$ cat config.mk
export PLATFORM = sky130hd
export DESIGN_NAME = mac_feeder_flat
export DESIGN_NICKNAME = d
export VERILOG_FILES = /design/src/rtl/mac_feeder_if.sv /design/src/rtl/mac_feeder.sv /design/src/flat_wrapper.sv
export SDC_FILE = /design/constraint.sdc
export NUM_CORES = 1
export LEC_CHECK = 0
export BUFFER_PORTS_ARGS = -buffer_cell sky130_fd_sc_hd__buf_2
export CAP_MARGIN = 10
export CORE_MARGIN = 10
export CORE_UTILIZATION = 55
export CTS_BUF_LIST = sky130_fd_sc_hd__clkbuf_8
export DETAILED_ROUTE_END_ITERATION = 10
export GPL_TIMING_DRIVEN = 0
export PLACE_DENSITY_LB_ADDON = 0.12
export REMOVE_ABC_BUFFERS = 1
export SYNTH_ARGS = -nofsm -noshare
export SYNTH_HDL_FRONTEND = slang
export SYNTH_SLANG_ARGS = --single-unit
$ cat constraint.sdc
create_clock -name clk -period 2 [get_ports clk]
set_input_delay 0.4 -clock clk [delete_from_list [all_inputs] [get_ports clk]]
set_output_delay 0.4 -clock clk [all_outputs]
set_load 0.05 [all_outputs]
$ cat src/rtl/mac_feeder_if.sv
// Handshake and bus bundle between mac_feeder, its word source, the MAC array and the result consumer.
interface mac_feeder_if #(
    parameter int LEN_W = 8
);
    logic             start;
    logic [LEN_W-1:0] cfg_len;
    logic             busy;
    logic [31:0]      in_data;
    logic             in_valid;
    logic             in_ready;
    logic [255:0]     mac_data;
    logic             mac_clr_n;
    logic [27:0]      mac_acc;
    logic [27:0]      res_data;
    logic             res_valid;
    logic             res_ready;

    modport slave (
        input  start, cfg_len, in_data, in_valid, mac_acc, res_ready,
        output busy, in_ready, mac_data, mac_clr_n, res_data, res_valid
    );

    modport master (
        output start, cfg_len, in_data, in_valid, mac_acc, res_ready,
        input  busy, in_ready, mac_data, mac_clr_n, res_data, res_valid
    );
endinterface

$ cat src/rtl/mac_feeder.sv
// Operand sequencer for the 16-lane MAC array: packs 8 words per vector, frames one dot product per start.
// Optional MAC_FEEDER_PREFETCH_EN adds an issue register so filling the next vector overlaps issue.
module mac_feeder #(
    parameter int LEN_W = 8
) (
    input  logic         clk,
    input  logic         reset,
    mac_feeder_if.slave  bus
);
    typedef enum logic [2:0] {IDLE, FILL, ISSUE, DRAIN, DONE} state_t;

    state_t                state_q, state_d;
    logic [2:0]            word_cnt_q, word_cnt_d;
    logic [LEN_W-1:0]      vec_cnt_q, vec_cnt_d;
    logic [LEN_W-1:0]      len_q, len_d;
    logic [7:0][31:0]      asm_q, asm_d;
    logic [27:0]           res_data_q, res_data_d;
    logic                  in_ready_q, in_ready_d;
    logic                  busy_q, busy_d;
    logic                  clr_n_q, clr_n_d;
    logic                  res_valid_q, res_valid_d;
    logic                  accept;
`ifdef MAC_FEEDER_PREFETCH_EN
    logic [255:0]          issue_q, issue_d;
`endif

    always_comb begin
        state_d    = state_q;
        word_cnt_d = word_cnt_q;
        vec_cnt_d  = vec_cnt_q;
        len_d      = len_q;
        asm_d      = asm_q;
        res_data_d = res_data_q;
`ifdef MAC_FEEDER_PREFETCH_EN
        issue_d    = '0;
`endif
        accept = bus.in_valid && in_ready_q;
        if (accept) begin
            asm_d[word_cnt_q] = bus.in_data;
            word_cnt_d        = word_cnt_q + 3'd1;
        end

        unique case (state_q)
            IDLE: begin
                if (bus.start && bus.cfg_len != '0) begin
                    len_d      = bus.cfg_len;
                    vec_cnt_d  = '0;
                    word_cnt_d = '0;
                    state_d    = FILL;
                end
            end
            FILL: begin
                if (accept && word_cnt_q == 3'd7) begin
`ifdef MAC_FEEDER_PREFETCH_EN
                    // Snapshot the finished vector; the assembly register is free next cycle.
                    issue_d   = asm_d;
                    vec_cnt_d = vec_cnt_q + LEN_W'(1);
                    if (vec_cnt_d == len_q)
                        state_d = ISSUE;
`else
                    state_d = ISSUE;
`endif
                end
            end
            ISSUE: begin
`ifdef MAC_FEEDER_PREFETCH_EN
                state_d = DRAIN;
`else
                vec_cnt_d = vec_cnt_q + LEN_W'(1);
                state_d   = (vec_cnt_d == len_q) ? DRAIN : FILL;
`endif
            end
            DRAIN: begin
                // The last issued vector has landed in the accumulator by now.
                res_data_d = bus.mac_acc;
                state_d    = DONE;
            end
            DONE: begin
                if (bus.res_ready)
                    state_d = IDLE;
            end
            default: state_d = IDLE;
        endcase

        in_ready_d  = (state_d == FILL);
        busy_d      = (state_d != IDLE);
        clr_n_d     = (state_d == FILL) || (state_d == ISSUE) || (state_d == DRAIN);
        res_valid_d = (state_d == DONE);
    end

    always_ff @(posedge clk) begin
        if (!reset) begin
            state_q     <= IDLE;
            word_cnt_q  <= '0;
            vec_cnt_q   <= '0;
            len_q       <= '0;
            asm_q       <= '0;
            res_data_q  <= '0;
            in_ready_q  <= 1'b0;
            busy_q      <= 1'b0;
            clr_n_q     <= 1'b0;
            res_valid_q <= 1'b0;
`ifdef MAC_FEEDER_PREFETCH_EN
            issue_q     <= '0;
`endif
        end else begin
            state_q     <= state_d;
            word_cnt_q  <= word_cnt_d;
            vec_cnt_q   <= vec_cnt_d;
            len_q       <= len_d;
            asm_q       <= asm_d;
            res_data_q  <= res_data_d;
            in_ready_q  <= in_ready_d;
            busy_q      <= busy_d;
            clr_n_q     <= clr_n_d;
            res_valid_q <= res_valid_d;
`ifdef MAC_FEEDER_PREFETCH_EN
            issue_q     <= issue_d;
`endif
        end
    end

    assign bus.in_ready  = in_ready_q;
    assign bus.busy      = busy_q;
    assign bus.mac_clr_n = clr_n_q;
    assign bus.res_valid = res_valid_q;
    assign bus.res_data  = res_data_q;
`ifdef MAC_FEEDER_PREFETCH_EN
    assign bus.mac_data  = issue_q;
`else
    assign bus.mac_data  = (state_q == ISSUE) ? asm_q : '0;
`endif
endmodule

$ cat src/flat_wrapper.sv
// flat-port wrapper written by rule: the top's interface ports become plain ports
module mac_feeder_flat 
#(
    parameter int LEN_W = 8
)
  (clk, reset, bus_start, bus_cfg_len, bus_in_data, bus_in_valid, bus_mac_acc, bus_res_ready, bus_busy, bus_in_ready, bus_mac_data, bus_mac_clr_n, bus_res_data, bus_res_valid);
  mac_feeder_if #(.LEN_W(LEN_W)) bus_i ();
  input  logic clk;
  input  logic reset;
  input wire logic [$bits(bus_i.start)-1:0] bus_start;
  input wire logic [$bits(bus_i.cfg_len)-1:0] bus_cfg_len;
  input wire logic [$bits(bus_i.in_data)-1:0] bus_in_data;
  input wire logic [$bits(bus_i.in_valid)-1:0] bus_in_valid;
  input wire logic [$bits(bus_i.mac_acc)-1:0] bus_mac_acc;
  input wire logic [$bits(bus_i.res_ready)-1:0] bus_res_ready;
  output wire logic [$bits(bus_i.busy)-1:0] bus_busy;
  output wire logic [$bits(bus_i.in_ready)-1:0] bus_in_ready;
  output wire logic [$bits(bus_i.mac_data)-1:0] bus_mac_data;
  output wire logic [$bits(bus_i.mac_clr_n)-1:0] bus_mac_clr_n;
  output wire logic [$bits(bus_i.res_data)-1:0] bus_res_data;
  output wire logic [$bits(bus_i.res_valid)-1:0] bus_res_valid;
  assign bus_i.start = bus_start;
  assign bus_i.cfg_len = bus_cfg_len;
  assign bus_i.in_data = bus_in_data;
  assign bus_i.in_valid = bus_in_valid;
  assign bus_i.mac_acc = bus_mac_acc;
  assign bus_i.res_ready = bus_res_ready;
  assign bus_busy = bus_i.busy;
  assign bus_in_ready = bus_i.in_ready;
  assign bus_mac_data = bus_i.mac_data;
  assign bus_mac_clr_n = bus_i.mac_clr_n;
  assign bus_res_data = bus_i.res_data;
  assign bus_res_valid = bus_i.res_valid;
  mac_feeder #(.LEN_W(LEN_W)) u_core (.clk(clk), .reset(reset), .bus(bus_i));
endmodule
==> insert_results.sql, run 1 <==
INSERT INTO impl_metrics (metric_group, metric, value, unit) VALUES
('outcome', 'run_status', 'finished, violations left', ''),
('outcome', 'failing_checks', 'setup timing', ''),
('layout', 'insertedDiodeCount', '0', ''),
('drt', 'first_pass_iteration_count_of_the_detailed_router', '5', ''),
('timing', 'relSlewSlack', '0.2859', ''),
('timing', 'timing.final.hold_violations', '0', ''),
('drt', 'wire_per_inst', '21.80', 'um'),
('layout', 'final_core_util', '0.8264', ''),
('worst_setup_path', 'crit_chain', 'nor3b_4 > buf_6 > buf_12 > buf_12 > buf_12 > clkbuf_16 > and2_4 > buf_8', ''),
('worst_setup_path', 'critical-path-max-stage-delay', '360', 'ps'),
('timing', 'timing.final.crit_period', '2511', 'ps'),
('clock_tree', 'hold_buffer_count_at_cts', '0', ''),
('clock_tree', 'worstSkewPairLatency', '580', 'ps'),
('yosys', 'synth_seq_area_share', '0.4537', ''),
('yosys', 'ys_dominant_reg_cell', 'dfxtp_1', ''),
('grt', 'antenna_found_initial', '0', ''),
('clock_tree', 'cts_max_level', '2', ''),
('clock_tree', 'clock_path_buffers', '3', ''),
('timing', 'finalClockSkew', '21.43', 'ps'),
('drt', 'drtIter0Drc', '1496', ''),
('grt', 'grt_util_met3', '0.08394', ''),
('yosys', 'ys_types', '42', ''),
('power', 'power.share.clock', '0.446', ''),
('timing', 'max_freq', '398.2', 'MHz'),
('power', 'ir_drop', '501.3', 'uV'),
('hold_path', 'hold_path.class', 'primary input to flip-flop', ''),
('layout', 'net_count_final', '2125', ''),
('worst_setup_path', 'worst_ep_arrival_time', '2110', 'ps'),
('worst_setup_path', 'endpoint_kind', 'primary output', ''),
('grt', 'total_congestion_overflow', '0', ''),
('yosys', 'share_of_the_synthesized_area_in_the_top_cell_type', '0.4537', ''),
('clock_tree', 'clk_root_buffer_cell', 'clkbuf_8', ''),
('clock_tree', 'numCtsBuffers', '50', ''),
('timing', 'worst_pin_slew', '1071', 'ps'),
('job', 'timing.max_cap.violations', '0', ''),
('clock_tree', 'cts_sink_cnt', '310', ''),
('yosys', 'count_of_flip_flops_with_a_built_in_enable_after_synthesis', '0', ''),
('yosys', 'asyncSetResetFlopFracSynth', '0', ''),
('die', 'initial_util', '0.5608', ''),
('grt', 'grt_pass1_vias', '13051', ''),
('grt', 'grt_first_pass_wirelength', '74.24', 'mm'),
('timing', 'postLayoutSetupSlackWorst', '-511.0', 'ps'),
('grt', 'grt_start_max_net_pins', '175', ''),
('drt', 'via_count', '13507', ''),
('power', 'static-leakage-power', '8.141', 'nW'),
('clock_tree', 'cts_tree', 'yes', ''),
('yosys', 'synth-warning-count', '0', ''),
('drt', 'avgViaCountPerCell', '5.600', ''),
('worst_setup_path', 'worst_path_dominant_cell_family', 'buffers and inverters', ''),
('placed_design', 'finalWeightedCongestion', '0.7861', ''),
('timing', 'maxSlewViolCount', '0', ''),
('drt', 'route.antenna.remaining_nets', '0', ''),
('yosys', 'synth_area', '13680', 'um^2'),
('worst_setup_path', 'most_used_cell_along_the_critical_path', 'buf_12', ''),
('die', 'die_w', '177.7', 'um'),
('power', 'share_comb_of_total_power', '0.046', ''),
('die', 'fp.dieArea', '31580', 'um^2'),
('die', 'std_cell_rows', '57', ''),
('drt', 'drc_errors', '0', ''),
('worst_setup_path', 'timing.critical_path.slowest_stage_cell', 'dfxtp_4', ''),
('drt', 'finalWirelength', '52.58', 'mm'),
('die', 'core-area', '24390', 'um^2'),
('yosys', 'synth.most_common_cell', 'nand2_1', ''),
('yosys', 'post_synth_inst_count', '1710', ''),
('worst_setup_path', 'timing_worst_setup_path_type', 'flip-flop to primary output', ''),
('power', 'p_sw', '2.936', 'mW'),
('worst_setup_path', 'critPathRequiredTime', '1600', 'ps'),
('power', 'power-per-cell-area', '611.5', 'nW/um^2'),
('grt', 'grt.total_usage', '0.2954', ''),
('timing', 'layout_worst_path_cycle_share', '1.256', ''),
('timing', 'endpoints_failing_setup', '498', '');
==> cell usage in the layout, fill, tap and decap left out, types with 5 or more instances in the layout <==
master    count
clkbuf_8     66
nor2_4        6
buf_16       16
a21boi_1    262
mux2i_1       7
and2_1       83
a21boi_0     29
nand3_1       6
a21oi_1       5
and2_4      175
dfxtp_1     307
xor2_1        5
nand2_1     580
buf_12       26
buf_4        49
nor2_1        5
xnor2_1       6
buf_6       106
nor2b_1      11
or3_2         6
buf_2       106
inv_1        22
buf_8       139
o21a_1        5
==> power by group through the flow <==
stage               combinational, mW  sequential [mW]  clock [mW]
floorplan                       0.198             6.40           0
global placement                0.530             6.39           0
detailed placement              0.513             6.39           0
CTS                             0.517             6.25        5.49
global route                    0.600             6.26        5.79
finish                          0.568             6.26        5.50
==> path summary, 6_finish.rpt <==
kind	cells past startpoint	slack, ps	end	startpoint
max	8	-510	bus_mac_data[226]	u_core.state_q[2]
min	3	90	u_core.bus.res_data[21]	bus_mac_acc[21]
max reg2reg	4	-330	u_core.asm_q[141]	u_core.word_cnt_q[1]
min reg2reg	2	440	u_core.asm_q[47]	u_core.asm_q[47]
==> metrics by stage <==
| step | hold slack (ps) | worst slack [ps] | area, um^2 | TNS [ps] | std cells |
|---|---|---|---|---|---|
| 3_3_place_gp | 435.5 | -18580 | 15150 | -5240960 | 2233 |
| 6_report | 88.67 | -511.0 | 20160 | -132500 | 2412 |
| 4_1_cts | 63.45 | -529.7 | 19460 | -129360 | 2392 |
| 2_1_floorplan | 430.5 | -8821 | 12940 | -2477100 | 1549 |
| 5_1_grt | 74.19 | -553.9 | 20160 | -171830 | 2412 |
| 3_5_place_dp | 440.4 | -1038 | 15660 | -184920 | 2260 |
==> state kept, by name, summed over array words and instances, names as in the netlist <==
register / cells
u_core.asm_q: 256
u_core.bus.res_data: 28
u_core.bus.busy: 1
u_core.bus.in_ready: 1
u_core.vec_cnt_q: 8
u_core.len_q: 8
u_core.bus.mac_clr_n: 1
u_core.bus.res_valid: 1
u_core.state_q: 3
u_core.word_cnt_q: 3
==> cells by family after synthesis <==
kind of cell / after synthesis / share of synthesized area
AND/OR/NAND/NOR: 904 / 0.3063
AO/OA/AOI/OAI: 313 / 0.1707
flip-flops: 310 / 0.4537
buffers and inverters: 162 / 0.05442
XOR/XNOR: 11 / 0.007043
multiplexers: 7 / 0.005122
adder cells (fa/ha/maj): 3 / 0.002744
==> layer usage <==
metal  part of all wire  wire length (um)
met1               0.37             19570
met2               0.48             25240
met3               0.10              5259
met4              0.048              2511
met5                  0                 0
==> layout make-up <==
cell class / instances / area, um^2 / share of cell area
Inverter: 1 / 3.754 / 0.0001862
Timing Repair Buffer: 446 / 5240 / 0.2600
Sequential cell: 310 / 6217 / 0.3085
Multi-Input combinational cell: 1240 / 7279 / 0.3612
Clock buffer: 66 / 908.4 / 0.04507
Clock inverter: 25 / 101.3 / 0.005028
Tap cell: 324 / 405.4 / 0.02011
==> worst min-delay path: stages <==
cell	delay [ps]
buf_2	100
nand2_1	40
a21boi_0	60
==> what timing repair did <==
| action | 4_1_cts | 5_1_grt |
|---|---|---|
| endpoints found under the setup margin | 422 | 552 |
| pin swaps | 79 | 20 |
| resized for setup | 735 | 159 |
| setup buffers | 30 | 20 |
| cloned | 11 | 6 |
No activity file was read; power rests on OpenSTA's default activity.
==> run 2: changes to the inputs <==
CORE_UTILIZATION = 53   (was 55)
CTS_BUF_LIST = not set   (was sky130_fd_sc_hd__clkbuf_8)
==> run 2 against run 1 <==
  * The run still ends with setup timing left
  * Global-route usage is 0.68 points lower
  * First-iteration DRC count is 4.5% lower
  * Register-to-register slack better by 340 ps
  * Clock power is 14% higher
  * Maximum frequency is 3.6% lower
  * Critical path depth is 1 higher
  * Via count is 2.1% higher
  * Largest power group is now the clock network
==> insert_results.sql, run 2 (synthesis gave the netlist of run 1 again) <==
INSERT INTO impl_metrics (metric_group, metric, value, unit) VALUES
('outcome', 'run_status', 'finished, violations left', ''),
('outcome', 'failing_checks', 'setup timing', ''),
('worst_setup_path', 'worst_ep_arrival_time', '2200', 'ps'),
('timing', 'timing.hold.ws', '125.5', 'ps'),
('worst_setup_path', 'timing.critical_path.from_type', 'flip-flop', ''),
('worst_setup_path', 'critical_path.startpoint', 'u_core.state_q[0]', ''),
('clock_tree', 'clk_pin_slew', '60', 'ps'),
('placed_design', 'post-place-ws', '-864.9', 'ps'),
('drt', 'finalWirelength', '55.79', 'mm'),
('drt', 'drt-met1-wl', '20.55', 'mm'),
('power', 'post_layout_total_power', '13.11', 'mW'),
('worst_setup_path', 'crit_buf_inv', '7', ''),
('die', 'core-area', '25250', 'um^2'),
('power', 'power-per-cell-area', '625.0', 'nW/um^2'),
('timing', 'timing.final.crit_period', '2605', 'ps'),
('clock_tree', 'numCtsBuffers', '34', ''),
('layout', 'mostFrequentLayoutCell', 'nand2_1', ''),
('drt', 'drc_errors', '0', ''),
('layout', 'area_growth_syn_to_layout', '53.30', '%'),
('drt', 'drtIter0Drc', '1429', ''),
('worst_setup_path', 'worst_path_dominant_cell_family', 'buffers and inverters', ''),
('drt', 'via_count', '13784', ''),
('die', 'initial_util', '0.5417', ''),
('die', 'std_cell_rows', '58', ''),
('layout', 'final_core_util', '0.8304', ''),
('die', 'die_w', '180.7', 'um'),
('clock_tree', 'cts_sink_cnt', '310', ''),
('worst_setup_path', 'r2r-end', 'u_core.state_q[1]', ''),
('job', 'timing.max_cap.violations', '0', ''),
('timing', 'layout_worst_path_cycle_share', '1.302', ''),
('placed_design', 'hpwl', '28.83', 'mm'),
('worst_setup_path', 'timing.critical_path.slowest_stage_cell', 'dfxtp_4', ''),
('drt', 'route.antenna.remaining_nets', '0', ''),
('drt', 'met2_length', '27.02', 'mm'),
('layout', 'fillers', '1338', ''),
('timing', 'max_freq', '383.9', 'MHz'),
('layout', 'insertedDiodeCount', '0', ''),
('worst_setup_path', 'endpoint_kind', 'primary output', ''),
('worst_setup_path', 'timing_worst_setup_path_type', 'flip-flop to primary output', ''),
('timing', 'maxSlewViolCount', '0', ''),
('layout', 'largest_register_ffs', '256', ''),
('timing', 'grt_setup_unrepaired', 'yes', ''),
('drt', 'wire_per_inst', '23.19', 'um'),
('drt', 'wire_length_on_met3', '5.600', 'mm'),
('layout', 'net_count_final', '2130', ''),
('grt', 'total_congestion_overflow', '0', ''),
('hold_path', 'hold_path.class', 'primary input to flip-flop', ''),
('grt', 'grt.total_usage', '0.2886', ''),
('drt', 'avgViaCountPerCell', '5.729', ''),
('clock_tree', 'cts_max_level', '2', ''),
('layout', 'most-common-layout-cells', 'nand2_1, dfxtp_1, a21boi_1', ''),
('drt', 'highest_layer', 'met5', ''),
('placed_design', 'dp_cells', '2267', ''),
('timing', 'worst_pin_slew', '941.2', 'ps'),
('timing', 'postLayoutSetupSlackWorst', '-604.7', 'ps'),
('worst_setup_path', 'critPathRequiredTime', '1600', 'ps'),
('grt', 'antenna_found_initial', '1', ''),
('placed_design', 'finalWeightedCongestion', '0.8027', ''),
('worst_setup_path', 'ff2ff_setup_slack', '10', 'ps'),
('worst_setup_path', 'rr_worst_depth', '6', ''),
('power', 'ir_drop', '639.3', 'uV'),
('worst_setup_path', 'most_used_cell_along_the_critical_path', 'buf_12', ''),
('worst_setup_path', 'worstPathMaxFanout', '8', ''),
('clock_tree', 'clk_root_buffer_cell', 'clkbuf_16', ''),
('worst_setup_path', 'crit_chain', 'nor3b_4 > buf_4 > buf_6 > buf_12 > buf_12 > buf_12 > clkbuf_16 > and2_4 > buf_8', ''),
('clock_tree', 'clock_path_buffers', '3', ''),
('drt', 'first_pass_iteration_count_of_the_detailed_router', '6', ''),
('timing', 'finalClockSkew', '21.78', 'ps'),
('grt', 'grt_pass1_vias', '13378', ''),
('layout', 'max_flop_register', 'u_core.asm_q', ''),
('die', 'fp.dieArea', '32640', 'um^2'),
('layout', 'sequential_cell_area', '6220', 'um^2'),
('layout', 'final_layout_size_suffix_gt1_frac', '0.3671', ''),
('grt', 'grt_first_pass_wirelength', '76.64', 'mm'),
('timing', 'relSlewSlack', '0.3710', ''),
('worst_setup_path', 'regToRegStartpoint', 'u_core.state_q[1]', ''),
('timing', 'timing.final.hold_violations', '0', ''),
('worst_setup_path', 'critical-path-max-stage-delay', '370', 'ps'),
('placed_design', 'port_buffers', '360', ''),
('clock_tree', 'hold_buffer_count_at_cts', '0', ''),
('worst_setup_path', 'crit_cells', '9', ''),
('clock_tree', 'cts_tree', 'yes', ''),
('power', 'static-leakage-power', '8.346', 'nW'),
('timing', 'endpoints_failing_setup', '256', ''),
('layout', 'fin_cells', '2406', ''),
('die', 'io_pins', '361', ''),
('layout', 'multi_input_comb_area', '7448', 'um^2'),
('die', 'die_height', '180.7', 'um'),
('worst_setup_path', 'crit_path_end', 'bus_mac_data[186]', ''),
('clock_tree', 'worstSkewPairLatency', '520', 'ps'),
('grt', 'grt_start_max_net_pins', '184', '');
-- run 2: cell types whose count changed in the layout (fill, tap and decap cells not counted), moves of 4 or more --
cell,delta
buf_8,+69
clkbuf_8,-57
and2_1,-38
clkbuf_16,+38
and2_4,+37
buf_6,-36
inv_1,-21
buf_4,-15
clkbuf_1,+8
or3_4,+7
or3_2,-6
buf_12,+5
or2_4,+4
-- run 2: layer usage --
metal / global-route usage / vias up
met5: 0 / -
met4: 0.1312 / 2
met3: 0.09197 / 188
met2: 0.4812 / 842
met1: 0.3307 / 6636
li1: - / 6116
-- run 2: how the worst min path moves through the flow --
stage	cells past startpoint	startpoint	slack (ps)	end
final	3	bus_mac_acc[11]	130	u_core.bus.res_data[11]
after global routing	3	bus_mac_acc[3]	150	u_core.bus.res_data[3]
after CTS	3	bus_mac_acc[11]	130	u_core.bus.res_data[11]
after detailed placement	2	u_core.asm_q[111]	440	u_core.asm_q[111]
after global placement	2	u_core.asm_q[178]	440	u_core.asm_q[178]
after floorplan	2	u_core.asm_q[0]	430	u_core.asm_q[0]
-- run 2: area by class of cell --
class	instances	share of cell area
Clock inverter	4	0.0009547
Inverter	1	0.0001790
Tap cell	330	0.01969
Sequential cell	310	0.2966
Clock buffer	54	0.05149
Timing Repair Buffer	464	0.2759
Multi-Input combinational cell	1243	0.3552
-- run 2: stage by stage --
| step | cell area [um^2] | TNS (ps) |
|---|---|---|
| finish | 20970 | -115500 |
| floorplan | 12940 | -2477100 |
| detailed placement | 15670 | -182510 |
| CTS | 19740 | -137980 |
| global route | 20970 | -126520 |
| global placement | 15150 | -5287960 |
-- run 2: power breakdown --
part	total, mW	leakage [nW]	switching, mW	internal [mW]
clock	6.27	0.546	2.58	3.69
combinational	0.571	5.30	0.335	0.235
sequential	6.26	2.50	0.0399	6.22
-- run 2: worst reg2reg max path, delay by kind of cell, from the launching register on --
family | cells | cell delay, ps
buffers and inverters | 1 | 120
AOI/OAI and AO/OA | 2 | 520
and+or+nand+nor | 3 | 930
DFF | 1 | 350
-- run 2: what timing repair did --
action | CTS | global route
setup endpoints to repair | 522 | 552
gates resized for setup | 768 | 314
pin swaps | 84 | 49
endpoints found under the hold margin | 0 | 0
gates cloned | 12 | 11
setup buffers | 26 | 42
==> run 3: changes to the inputs <==
RECOVER_POWER = 100   (was not set)
==> run 3 against run 2 <==
  * The flow still finishes with violations (setup timing)
  * Global-route usage unchanged
  * Setup slack better by 7.7 ps
  * Critical path depth up 1
==> insert_results.sql, run 3 (synthesis gave the netlist of run 1 again) <==
INSERT INTO impl_metrics (metric_group, metric, value, unit) VALUES
('outcome', 'run_status', 'finished, violations left', ''),
('outcome', 'failing_checks', 'setup timing', ''),
('timing', 'timing.final.crit_period', '2597', 'ps'),
('power', 'p_int', '10.14', 'mW'),
('layout', 'final_layout_size_suffix_gt1_frac', '0.3516', ''),
('worst_setup_path', 'worstPathMaxFanout', '6', ''),
('drt', 'wire_per_inst', '23.16', 'um'),
('drt', 'drtIter0Drc', '1439', ''),
('worst_setup_path', 'critical-path-max-stage-delay', '350', 'ps'),
('clock_tree', 'clk_pin_slew', '60', 'ps'),
('hold_path', 'hold-path-cell-count', '3', ''),
('worst_setup_path', 'worst_ep_arrival_time', '2200', 'ps'),
('worst_setup_path', 'crit_buf_inv', '8', ''),
('die', 'core-area', '25250', 'um^2'),
('clock_tree', 'clock_path_buffers', '3', ''),
('clock_tree', 'worstSkewPairLatency', '520', 'ps'),
('hold_path', 'hold_path.class', 'primary input to flip-flop', ''),
('layout', 'largest_register_ffs', '256', ''),
('layout', 'most-common-layout-cells', 'nand2_1, dfxtp_1, a21boi_1', ''),
('grt', 'grt.total_usage', '0.2886', ''),
('job', 'timing.max_cap.violations', '0', ''),
('timing', 'maxSlewViolCount', '0', ''),
('worst_setup_path', 'timing_worst_setup_path_type', 'flip-flop to primary output', ''),
('placed_design', 'post-place-ws', '-864.9', 'ps'),
('power', 'power.share.clock', '0.479', ''),
('worst_setup_path', 'worst_path_dominant_cell_family', 'buffers and inverters', ''),
('power', 'power_frac_seq', '0.478', ''),
('clock_tree', 'clk_root_buffer_cell', 'clkbuf_16', ''),
('grt', 'total_congestion_overflow', '0', ''),
('power', 'ir_drop', '641.9', 'uV'),
('worst_setup_path', 'crit_chain', 'nor3b_4 > buf_6 > buf_12 > buf_12 > buf_12 > buf_12 > buf_12 > buf_8 > and2_4 > buf_8', ''),
('layout', 'insertedDiodeCount', '0', ''),
('clock_tree', 'hold_buffer_count_at_cts', '0', ''),
('timing', 'max_freq', '385.1', 'MHz'),
('drt', 'finalWirelength', '55.73', 'mm'),
('grt', 'grt_start_max_net_pins', '184', ''),
('layout', 'max_flop_register', 'u_core.asm_q', ''),
('hold_path', 'holdCritStartpoint', 'bus_mac_acc[11]', ''),
('grt', 'grt_pass1_vias', '13378', ''),
('die', 'die_w', '180.7', 'um'),
('placed_design', 'finalWeightedCongestion', '0.8027', ''),
('grt', 'antenna_found_initial', '1', ''),
('drt', 'avgViaCountPerCell', '5.754', ''),
('timing', 'endpoints_failing_setup', '279', ''),
('drt', 'via_count', '13845', ''),
('die', 'fp.dieArea', '32640', 'um^2'),
('clock_tree', 'numCtsBuffers', '34', ''),
('drt', 'first_pass_iteration_count_of_the_detailed_router', '5', ''),
('timing', 'worst_pin_slew', '950.3', 'ps'),
('worst_setup_path', 'crit_cells', '10', ''),
('drt', 'drc_errors', '0', ''),
('timing', 'setup_tns', '-116200', 'ps'),
('power', 'power-per-cell-area', '626.4', 'nW/um^2'),
('timing', 'postLayoutSetupSlackWorst', '-597.1', 'ps'),
('worst_setup_path', 'critPathRequiredTime', '1600', 'ps'),
('worst_setup_path', 'endpoint_kind', 'primary output', ''),
('layout', 'area_growth_syn_to_layout', '52.93', '%'),
('timing', 'finalClockSkew', '20.20', 'ps'),
('worst_setup_path', 'regToRegStartpoint', 'u_core.state_q[1]', ''),
('clock_tree', 'cts_sink_cnt', '310', ''),
('worst_setup_path', 'rr_worst_depth', '6', ''),
('placed_design', 'hpwl', '28.83', 'mm'),
('layout', 'mostFrequentLayoutCell', 'nand2_1', ''),
('clock_tree', 'cts_max_level', '2', ''),
('worst_setup_path', 'timing.critical_path.slowest_stage_cell', 'dfxtp_4', ''),
('grt', 'grt_first_pass_wirelength', '76.64', 'mm'),
('worst_setup_path', 'timing.critical_path.from_type', 'flip-flop', ''),
('worst_setup_path', 'most_used_cell_along_the_critical_path', 'buf_12', ''),
('layout', 'net_count_final', '2130', ''),
('timing', 'layout_worst_path_cycle_share', '1.299', ''),
('placed_design', 'port_buffers', '360', ''),
('worst_setup_path', 'critical_path.startpoint', 'u_core.state_q[1]', ''),
('die', 'initial_util', '0.5417', ''),
('timing', 'timing.final.hold_violations', '0', ''),
('timing', 'relSlewSlack', '0.3649', ''),
('power', 'p_sw', '2.960', 'mW'),
('power', 'static-leakage-power', '8.206', 'nW'),
('die', 'std_cell_rows', '58', ''),
('power', 'sw_frac_of_total', '0.2259', ''),
('power', 'share_comb_of_total_power', '0.043', ''),
('drt', 'route.antenna.remaining_nets', '0', ''),
('die', 'io_pins', '361', ''),
('clock_tree', 'cts_tree', 'yes', ''),
('die', 'die_height', '180.7', 'um'),
('timing', 'grt_setup_unrepaired', 'yes', '');
## run 3: cell types whose count changed in the layout (fill, tap and decap cells not counted), sizes merged
cell    delta
buf       -31
clkbuf    +31
## run 3: metrics by stage
stage	area [um^2]	cells	util	hold slack [ps]	total power, mW
floorplan	12940	1549	-	430.5	6.597
global placement	15150	2239	0.6000	435.7	6.912
detailed placement	15670	2267	0.6204	440.4	6.902
CTS	19740	2363	0.7818	125.2	13.02
global route	20920	2406	0.8284	148.4	13.37
finish	20920	2406	0.8284	127.4	13.10
## run 3: path summary, 6_finish.rpt
check	endpoint	slack (ps)
setup / recovery	bus_mac_data[6]	-600
hold / removal	u_core.bus.res_data[11]	130
setup reg to reg	u_core.vec_cnt_q[3]	-180
hold reg to reg	u_core.asm_q[68]	450
## run 3: tightest hold or removal path, delay by kind of cell
kind / cells / cell delay, ps
AO/OA/AOI/OAI: 1 / 60
AND/OR/NAND/NOR: 1 / 40
buffers and inverters: 1 / 90
## run 3: area by class of cell
type                       count  area, um^2
clock buffer                  54        1080
clock inverter                 4       20.02
fill                        1360        4334
inverter                       1       3.754
multi-input combinational   1243        7437
sequential                   310        6220
tap                          330       412.9
timing repair buffer         464        5747
## run 3: power groups by stage
stage | Combinational, mW | Clock, mW | Sequential [mW]
floorplan | 0.198 | 0 | 6.40
global placement | 0.525 | 0 | 6.39
detailed placement | 0.512 | 0 | 6.39
CTS | 0.516 | 6.25 | 6.25
global route | 0.601 | 6.51 | 6.26
finish | 0.567 | 6.28 | 6.26
## run 3: what timing repair did
item | in CTS | in global routing
buffers inserted | 26 | 42
setup endpoints to repair | 522 | 552
pin swaps | 84 | 49
resized for setup | 768 | 314
gates cloned | 12 | 11
## run 3: layer usage
metal | vias up | wire [um] | global-route usage
met2 | 876 | 26750 | 0.4812
met4 | 2 | 2773 | 0.1312
li1 | 6115 | - | -
met5 | - | 11 | 0
met1 | 6645 | 20270 | 0.3307
met3 | 207 | 5932 | 0.09197
